$ cat config.mk
export PLATFORM = sky130hd
export DESIGN_NAME = if_fetch_queue
export DESIGN_NICKNAME = d
export VERILOG_FILES = /design/src/rtl/if_fetch_queue.sv
export SDC_FILE = /design/constraint.sdc
export NUM_CORES = 1
export LEC_CHECK = 0
export CAP_MARGIN = 5
export CORE_MARGIN = 5
export CORE_UTILIZATION = 31
export CTS_BUF_LIST = sky130_fd_sc_hd__clkbuf_16
export DETAILED_ROUTE_END_ITERATION = 16
export PLACE_DENSITY = 0.58
export SLEW_MARGIN = 0
export SYNTH_ARGS = -nofsm -noshare
export SYNTH_HDL_FRONTEND = slang
export SYNTH_SLANG_ARGS = --single-unit
$ cat constraint.sdc
create_clock -name clk -period 10.8 [get_ports clk]
set_input_delay 3.24 -clock clk [delete_from_list [all_inputs] [get_ports clk]]
set_output_delay 3.24 -clock clk [all_outputs]
set_load 0.005 [all_outputs]
$ cat src/rtl/if_fetch_queue.sv
`default_nettype none
// ============================================================================
// Module   : if_fetch_queue
// Brief    : Instruction-fetch front end. Issues sequential fetches on a
//            valid/ready request port, keeps up to FBUF_DEPTH fetches in
//            flight or buffered, drops responses made stale by an EX redirect
//            and hands {pc, pc4, instr} to decode in program order.
// Revision : 1.0 - initial release
// ============================================================================
module if_fetch_queue #(
   parameter int              XLEN       = 32,
   parameter logic [XLEN-1:0] RESET_PC   = '0,
   parameter int              FBUF_DEPTH = 2
) (
   input  logic            clk,
   input  logic            rst,
   input  logic            redirect_valid,
   input  logic [XLEN-1:0] redirect_pc,
   output logic            imem_req_valid,
   input  logic            imem_req_ready,
   output logic [XLEN-1:0] imem_req_addr,
   input  logic            imem_rsp_valid,
   input  logic [31:0]     imem_rsp_data,
   output logic            out_valid,
   input  logic            out_ready,
   output logic [XLEN-1:0] out_pc,
   output logic [XLEN-1:0] out_pc4,
   output logic [31:0]     out_instr
);

   localparam int              c_PW      = $clog2(FBUF_DEPTH);
   localparam int              c_CW      = c_PW + 1;
   localparam logic [c_CW:0]   c_DEPTH_X = (c_CW + 1)'(FBUF_DEPTH);
   localparam logic [XLEN-1:0] c_STEP    = XLEN'(4);

   logic [XLEN-1:0] r_fetch_pc;
   logic            r_run;       // low for the first cycle after reset
   logic [c_CW-1:0] r_inflight;
   logic [c_CW-1:0] r_drop;
   logic [c_CW-1:0] r_count;
   logic [c_PW-1:0] r_wp;
   logic [c_PW-1:0] r_rp;
   logic [c_PW-1:0] r_tag_wp;
   logic [c_PW-1:0] r_tag_rp;

   logic [XLEN-1:0] r_tag_mem   [FBUF_DEPTH];
   logic [XLEN-1:0] r_pc_mem    [FBUF_DEPTH];
   logic [31:0]     r_instr_mem [FBUF_DEPTH];

   logic w_credit;
   logic w_req_fire;
   logic w_rsp;
   logic w_rsp_keep;
   logic w_pop;

   // Request credit counts both outstanding fetches and buffered entries,
   // which is what keeps the response side free of any full stall.
   assign w_credit       = ({1'b0, r_inflight} + {1'b0, r_count}) < c_DEPTH_X;
   assign imem_req_valid = r_run && !redirect_valid && w_credit;
   assign imem_req_addr  = r_fetch_pc;
   assign w_req_fire     = imem_req_valid && imem_req_ready;

   // A response with nothing outstanding can only be a leftover from before
   // reset, so it is ignored outright.
   assign w_rsp      = imem_rsp_valid && (r_inflight != '0);
   assign w_rsp_keep = w_rsp && (r_drop == '0) && !redirect_valid;

   assign out_valid = (r_count != '0);
   assign w_pop     = out_valid && out_ready && !redirect_valid;
   assign out_pc    = r_pc_mem[r_rp];
   assign out_pc4   = r_pc_mem[r_rp] + c_STEP;
   assign out_instr = r_instr_mem[r_rp];

   // Fetch PC, in-flight/drop accounting and all FIFO pointers.
   always_ff @(posedge clk) begin
      if (rst) begin
         r_fetch_pc <= RESET_PC;
         r_run      <= 1'b0;
         r_inflight <= '0;
         r_drop     <= '0;
         r_count    <= '0;
         r_wp       <= '0;
         r_rp       <= '0;
         r_tag_wp   <= '0;
         r_tag_rp   <= '0;
      end else begin
         r_run <= 1'b1;

         if (redirect_valid) begin
            r_fetch_pc <= redirect_pc;
         end else if (w_req_fire) begin
            r_fetch_pc <= r_fetch_pc + c_STEP;
         end

         // Tags track every outstanding request; dropped responses still
         // consume their tag, so the tag FIFO is never flushed.
         if (w_req_fire) begin
            r_tag_wp <= r_tag_wp + 1'b1;
         end
         if (w_rsp) begin
            r_tag_rp <= r_tag_rp + 1'b1;
         end

         r_inflight <= r_inflight + c_CW'(w_req_fire) - c_CW'(w_rsp);

         // Everything still outstanding after this cycle is stale.
         if (redirect_valid) begin
            r_drop <= r_inflight - c_CW'(w_rsp);
         end else if (w_rsp && (r_drop != '0)) begin
            r_drop <= r_drop - 1'b1;
         end

         if (redirect_valid) begin
            r_count <= '0;
            r_wp    <= '0;
            r_rp    <= '0;
         end else begin
            if (w_rsp_keep) begin
               r_wp <= r_wp + 1'b1;
            end
            if (w_pop) begin
               r_rp <= r_rp + 1'b1;
            end
            r_count <= r_count + c_CW'(w_rsp_keep) - c_CW'(w_pop);
         end
      end
   end

   // Storage arrays: contents are qualified by pointers, so no reset needed.
   always_ff @(posedge clk) begin
      if (w_req_fire) begin
         r_tag_mem[r_tag_wp] <= r_fetch_pc;
      end
      if (w_rsp_keep) begin
         r_pc_mem[r_wp]    <= r_tag_mem[r_tag_rp];
         r_instr_mem[r_wp] <= imem_rsp_data;
      end
   end

endmodule
`default_nettype wire

# Word level (Yosys, flattened, before mapping)
# Memory sizes are Yosys's and may differ from the RTL's. A register that Yosys moved wholly into a read port is not among the register bits.
# Index checks and enable logic that the tools add are counted.
dict set report totals {
  reg_bits 43
  ram_bits 192
  inputBits 70
  out_inout_bits 130
  wordCells 58
  memories 3
}
dict set report op_classes {
  n_addsub 13
  order_cmp 1
  mux 15
  reduce_logical 17
}
# memory depth word_bits read_ports rd_clocked_by_memory_dff wr line_no
set memory_table {}
lappend memory_table {r_instr_mem 2 32 1 1 1 48} ;# logic [31:0] r_instr_mem [FBUF_DEPTH];
lappend memory_table {r_pc_mem 2 32 1 1 1 47} ;# logic [XLEN-1:0] r_pc_mem [FBUF_DEPTH];
lappend memory_table {r_tag_mem 2 32 1 1 1 46} ;# logic [XLEN-1:0] r_tag_mem [FBUF_DEPTH];
# op count
set op_table {}
lappend op_table {{adder 32 x 3 -> 32 bit (second input constant)} 2}
lappend op_table {{two-way mux 32 bit} 2}
lappend op_table {{two-way mux 1 bit} 11}
lappend op_table {{nonzero test 2 bit} 5}
lappend op_table {{logical AND 1 bit} 9}
lappend op_table {{subtractor 2 x 1 -> 2 bit} 3}
lappend op_table {{adder 1 bit (second input constant)} 4}
lappend op_table {{adder 2 x 1 -> 2 bit} 2}
lappend op_table {{two-way mux 2 bit} 2}
lappend op_table {{adder 2 x 2 -> 3 bit} 1}
lappend op_table {{< comparator 3 x 2 -> 1 bit (second input constant)} 1}
lappend op_table {{zero test 2 bit} 1}
lappend op_table {{OR reduction 2 bit} 1}
lappend op_table {{subtractor 2 x 1 -> 2 bit (second input constant)} 1}
lappend op_table {{zero test 1 bit} 1}

# Depth between registers and ports, before layout
dict set report depth {
  depth_word 6
  ltp_mapped 14
  ltp_nobuf 11
}

# Least setup slack after synthesis
# No wires, ideal clock.
dict set report synth_timing {
  kind {in2reg}
  from {input port redirect_valid}
  to {memory r_instr_mem[0][0] (enable)}
  setup_ns 0.486
  t_arrival_ns 6.523
  t_required_ns 10.314
  path_slack_ns 3.791
  path_stages 4
  path_buffers 1
  cell_sequence {clkbuf_1 -> nor3b_1 -> inv_1 -> nor2_1}
}
dict set report synth_between {
  elab_chain_len 4
}
# element line_no
set synth_lines {}
lappend synth_lines {{start: declaration} 17} ;# input logic redirect_valid,
lappend synth_lines {{zero test 1 bit} 66} ;# assign w_rsp_keep = w_rsp && (r_drop == '0) && !redirect_valid;
lappend synth_lines {{logical AND 1 bit} 66}
lappend synth_lines {{two-way mux 1 bit} 134} ;# if (w_rsp_keep) begin
lappend synth_lines {{two-way mux 1 bit (implied by the code)} 136} ;# r_instr_mem[r_wp] <= imem_rsp_data;
lappend synth_lines {{end: declaration} 48}
# No other way between the ends.

# Worst setup path in the final report
dict set report layout_timing {
  from {input port redirect_valid}
  to {output port imem_req_valid}
}
dict set report layout_between {
  elab_chain_len 3
}
# element line_no
set layout_lines {}
lappend layout_lines {{zero test 1 bit} 59} ;# assign imem_req_valid = r_run && !redirect_valid && w_credit;
lappend layout_lines {{logical AND 1 bit (2 in series)} 59}
lappend layout_lines {{end: declaration} 19} ;# output logic imem_req_valid,
# No other way between the ends.

==> metrics.md <==
| Metric | Value |
|---|---|
| Required @ worst endpoint | `~7600 ps` |
| Die height | `191.5 um` |
| DP HPWL | `16940 um` |
| CTS buffer count | `27` |
| # hold bufs at CTS | `0` |
| Syn Inst Count | `between 700 and 800` |
| CP Capture Type | `primary output` |
| Via count | `between 6k and 7k` |
| Pleak | `~0.0046 uW` |
| Cell variety after synth | `63` |
| Setup bufs post-CTS | `0` |
| Setup_tns | `0 ps` |
| Commonest non-fill, non-tap cell in the layout | `clkdlybuf4s50_1` |
| DR vias/cell | `4.679` |
| Worst Path Max Fanout | `just under 60` |
| Antenna Nets Post-Route | `0` |
| Clk Latency, worst-skew pair | `520 ps` |
| Number of fill cells | `approximately 3.1k` |
| Max Cap Violations | `0` |
| Period Utilization, post-route | `73.58%` |
| Total chip power | `about 2300 uW` |
| CP Class | `input pin to primary output` |
| Syn Nets | `about 800` |
| Synth top area share | `56.47%` |
| Worst-case clock buffer depth | `3` |
| DRT Pass-1 Iters | `5` |
| Total track usage | `a little over an eighth` |
| Top_reg_cell synth | `edfxtp_1` |
| First-pass GRT wire length | `about 39000 um` |
| Final core occ | `between 40% and 50%` |
| Reg clk slew, reported paths | `about 60 ps` |
| Die W | `~190 um` |
| Total wire length | `between 20000 and 25000 um` |
| Diodes inserted | `0` |
| # IOs | `200` |
| Slew @ Worst Pin | `between 900 and 1000 ps` |
| CP arrival | `4710 ps` |
| PostCTS Resize Cnt | `0` |
| DR WL/cell | `roughly 18 um` |
| Min-delay worst type | `flip-flop to flip-flop` |
| Yosys warns | `0` |
| CTS Sinks | `around 240` |
| Worst vdd ir | `just over 100 uV` |
| CTS tree | `done` |
| Number of H-tree levels | `1` |
| CP startpoint kind | `input pin` |
| Power per cell area | `roughly 170 mW/mm^2` |
| Gpl congestion | `between 0.7 and 0.8` |
| Pins Over Slew Limit | `0` |
| Post-synth top area cell | `edfxtp_1` |
| Final nets | `~1000` |
| Worst slack at placement | `between 2000 and 3000 ps` |
| Max_slew headroom | `between 30% and 40%` |
| Initial Util | `31.38%` |
| Worst-case clock skew | `about 11 ps` |
| Number of synthesized flops with an enable pin | `~190` |
| Die footprint | `0.03666 mm^2` |
| Share of cells above drive strength 1 | `16.60%` |
| Final setup margin | `about 2900 ps` |
| #FFs+latches synth | `237` |
| Clk root buf | `clkbuf_16` |
| Unrepaired setup endpoints after global routing | `no` |
| Synth area leaders | `edfxtp_1, mux2_2, dfxtp_1` |
| Hold Fails Final Rpt | `0` |
| Most frequent cells in the layout | `clkdlybuf4s50_1, edfxtp_1, mux2_2` |
| Std-Cell Core Area | `0.03254 mm^2` |
| DR iter-0 viols | `350` |
| Number of global-route vias before repair | `roughly 6.6k` |
| DR DRC count | `0` |
| Std cell rows | `66` |
| Seq/Total Area, Yosys | `roughly 65%` |
| Final Setup Violations | `0` |
| Peak Freq | `between 100 and 150 MHz` |
| Post-Syn Area | `0.01021 mm^2` |
| Initial antenna violation count | `0` |
| Status | `finished clean` |
| Total grt overflow | `0` |
| Largest net degree at the start of global routing | `65` |
| Post-Syn Area per Cell | `14.14 um^2` |
| Tmin final | `slightly below 8000 ps` |
| PortBufs | `~200` |
| Synth async-reset ratio | `0%` |
| Area growth syn-to-layout | `32.19%` |
| Hold slack | `just under 500 ps` |
==> critical path, cell delays in order <==
cell and delay, ps:
buf_2 90, buf_4 310, nor4b_4 450, clkdlybuf4s50_1 600
==> metal layers <==
metal / track usage, % / share of wire (%) / vias up
met5: 0 / 0 / -
met2: 20.59 / 44 / 203
met1: 19.08 / 48 / 3114
li1: - / - / 3120
met4: 2.680 / 1.3 / 0
met3: 3.104 / 6.9 / 29
==> cells by family after synthesis <==
| kind of cell | Yosys count | share of synthesized area, % |
|---|---|---|
| flip-flops | 237 | 65.29 |
| AND/OR/NAND/NOR | 191 | 10.60 |
| multiplexers | 100 | 10.97 |
| AO/OA/AOI/OAI | 85 | 5.502 |
| buffers and inverters | 57 | 2.769 |
| XOR/XNOR | 43 | 3.689 |
| adder cells (fa/ha/maj) | 9 | 1.177 |
==> Yosys cell counts, drive strengths merged (9+ instances only) <==
cell type  instances
edfxtp           192
mux2              92
dfxtp             45
nand2             41
nor2              33
a21oi             24
nand4             24
xnor2             23
buf               22
nand3             22
o21ai             20
xor2              20
inv               18
clkbuf            16
and3              13
a31oi             10
nor3               9
==> state kept, by name (all words and copies together), names as in the netlist, named ones only <==
| name | cells |
|---|---|
| r_tag_wp | 1 |
| r_rp | 1 |
| r_tag_mem | 64 |
| r_inflight | 2 |
| r_run | 1 |
| r_count | 2 |
| r_pc_mem | 64 |
| r_drop | 2 |
| imem_req_addr | 32 |
| r_tag_rp | 1 |
| r_instr_mem | 64 |
| r_wp | 1 |
==> worst paths after layout <==
path / end / depth (start not counted) / start / slack (ps)
worst max-delay path: imem_req_valid / 4 / redirect_valid / 2850
worst min-delay path: r_tag_mem[0][1] / 0 / imem_req_addr[1] / 490
worst max register to register: r_inflight[1] / 11 / r_inflight[0] / 7370
worst min register to register: r_tag_mem[0][1] / 0 / imem_req_addr[1] / 490
==> final cells by class <==
type / count / area [um^2] / share of cell area, %
multi-input combinational: 428 / 3273 / 24.25
sequential: 237 / 6670 / 49.42
inverter: 19 / 71.32 / 0.5284
clock inverter: 22 / 206.4 / 1.530
timing repair buffer: 207 / 2047 / 15.17
tap: 442 / 553.0 / 4.098
clock buffer: 27 / 675.6 / 5.006
==> power breakdown <==
part	internal (uW)	switching, uW
registers	1060	32.3
logic	184	158
clock network	548	354
total	1790	543
==> through the flow <==
step                cell area (um^2)  std cells
finish                         13500       1382
global placement               12610       1333
detailed placement             12610       1333
floorplan                      10210        722
global route                   13500       1382
CTS                            13500       1382
Note: power is estimated with default switching activity, not from simulation.
==> variant (config.mk and constraints unchanged) <==
`FBUF_DEPTH`: 2 -> 4.
--- a/src/rtl/if_fetch_queue.sv
+++ b/src/rtl/if_fetch_queue.sv
@@ -10,7 +10,7 @@
 module if_fetch_queue #(
    parameter int              XLEN       = 32,
    parameter logic [XLEN-1:0] RESET_PC   = '0,
-   parameter int              FBUF_DEPTH = 2
+   parameter int              FBUF_DEPTH = 4
 ) (
    input  logic            clk,
    input  logic            rst,
Function: changed (Yosys sat finds a counterexample within 4 cycles, from zero or initial values and one cycle with rst high).
==> variant against the original RTL <==
Hold slack improved by 0.015 ns; area after synthesis rose by 70%; total power rose by 78%; wire length grew 60%; sequential cell count increased by 201; via count is 43% higher; worst setup slack worse by 0.41 ns; clock skew is 0.010 ns higher; final area grew 61%; critical endpoint unchanged; largest cell class unchanged.
==> variant: results (changes against the original RTL) <==
** Global route
- The wire length of the first global-routing pass came to 60310 um (+57%).
- The overall fraction of global-route tracks in use came to 12.93% (-0.33 points).
- The pin count of the biggest net entering global routing came to 54 (-17%).
- The number of global-route vias before repair was 9779 (+48%).

** Setup path
- The logic depth of the worst register-to-register path was 13 (+2).
- In this run the critical register-to-register path is launched from r_inflight[2].
- Setup slack of the most critical reg-to-reg path :: 7.52 ns (+0.15 ns)
- Arrival time worst endpoint :: 5.12 ns (+0.41 ns)
- The worst register-to-register path ends at r_inflight[2].
- The largest stage delay on the critical path is 0.50 ns (-0.10 ns).
- Maximum fanout along the worst path :: 34 (-42%)

** Synthesis
- Ranked by total cell area, the synthesized netlist is headed by sky130_fd_sc_hd__edfxtp_1, sky130_fd_sc_hd__mux4_2, sky130_fd_sc_hd__dfxtp_1, sky130_fd_sc_hd__xnor2_1, sky130_fd_sc_hd__ha_1.
- The distinct cell type count after synthesis came to 58 (-7.9%).
- Nets in the synthesized netlist :: 1020 (+27%)
- The number of instances in the synthesized netlist was 928 (+29%).
- Compound-gate portion of the synthesized area :: 2.608% (-2.9 points)
- Number of enable-type register cells in the synthesized netlist :: 384 (+100%)
- Sequential-to-total area share from yosys stat :: 72.61% (+7.3 points)
- The mux share of post-synthesis cell area is 12.87% (+1.9 points).
- Adder-Cell Fraction of Synth Area :: 1.671% (+0.49 points)
- The xor/xnor cell area share of the yosys netlist is 2.420% (-1.3 points).
- By count the netlist is led by sky130_fd_sc_hd__edfxtp_1, sky130_fd_sc_hd__mux4_2, sky130_fd_sc_hd__dfxtp_1.

** Power
- The net switching component of the power came to 0.9544 mW (+76%).
- The static leakage power was 6.870 nW (+51%).
- IR Drop Worst-Case VDD :: 95.28 uV (-6.1%)

** STA
- Clock tree skew after final layout :: 0.02117 ns (+0.01007 ns)
- WHS :: 0.5001 ns (+0.01477 ns)
- Remaining max-slew budget at the tightest pin :: 32.96% (-2.2 points)

** Placed design
- Final GP Congestion :: 0.7533 (+3.1%)
- Placed inst area :: 0.02018 sq mm (+60%)
- Post-placement cell count :: 1845 (+38%)
- Half-perimeter wire length after detailed placement :: 25050 um (+48%)

** Cells and area
- The final antenna diode count was 0 (unchanged).
- Net count, final :: 1238 (+24%)
- Layout cells sized above 1 :: 16.29% (-0.31 points)
- Largest registers :: r_instr_mem: 128 flops, r_pc_mem: 128 flops, r_tag_mem: 128 flops

** Clock network
- Cts bufs inserted :: 47 (+74%)
- Maximum level of the CTS H-tree :: 2 (+1)
- Worst-skew pair later-pin latency :: 0.57 ns (+0.05 ns)

** Status
- Status :: completed

** Drt
- The final routed wire length divided by cell count was 20.51 um (+15%).
- The total vias in the final route was 9245 (+43%).
- Final wirelength :: 39640 um (+60%)

** Worst hold path
- The worst hold path terminates at r_tag_wp[1].
- Startpoint of the most critical hold path :: r_tag_wp[1]
- The cell depth of the worst hold path is 2 (+2).
==> variant: area by class of cell <==
type | count | area [sq um]
tap | 748 | 935.9
inverter | 22 | 82.58
fill | 5102 | 33540
multi-input combinational | 427 | 4468
timing repair buffer | 210 | 2074
sequential | 438 | 12620
clock buffer | 48 | 1201
clock inverter | 40 | 381.6
==> variant: power by group through the flow <==
stage                     Sequential, mW  Combinational, mW  Clock [mW]
final                               2.02              0.524        1.62
after global routing                2.02              0.574        1.75
after CTS                           2.02              0.540        1.68
after detailed placement            2.05              0.539           0
after global placement              2.05              0.530           0
after floorplan                     2.02              0.305           0
==> variant: cells by family (layout without fill, tap and decap cells) <==
family | after synthesis | in the layout
buf+inv | 63 | 320
flops | 438 | 438
fa+ha+maj | 22 | 22
xor+xnor | 48 | 48
simple gates | 188 | 188
compound gates | 69 | 69
mux | 100 | 100
==> variant: how the worst max path moves through the flow <==
stage / start / endpoint / slack, ns / depth (start not counted)
finish: redirect_valid / imem_req_valid / 2.44 / 5
global route: redirect_valid / imem_req_valid / 2.32 / 5
CTS: redirect_valid / imem_req_valid / 2.45 / 5
detailed placement: redirect_valid / imem_req_valid / 2.45 / 5
global placement: redirect_valid / imem_req_valid / 2.46 / 5
floorplan: redirect_valid / imem_req_valid / 3.80 / 3
==> variant: worst min-delay path, cell delays in order, from the launching register on <==
cell and delay, ns:
sky130_fd_sc_hd__dfxtp_1 0.33, sky130_fd_sc_hd__nand2_1 0.06, sky130_fd_sc_hd__a21oi_1 0.05
==> variant: per-layer routing <==
layer	global-route usage [%]	vias to the layer above	part of all wire (%)	routed length (um)
met5	0	-	0	0
met4	2.987	0	1.7	666
met3	3.243	51	6.0	2376
met2	21.21	278	47	18740
met1	17.47	4736	45	17860
li1	-	4180	-	-
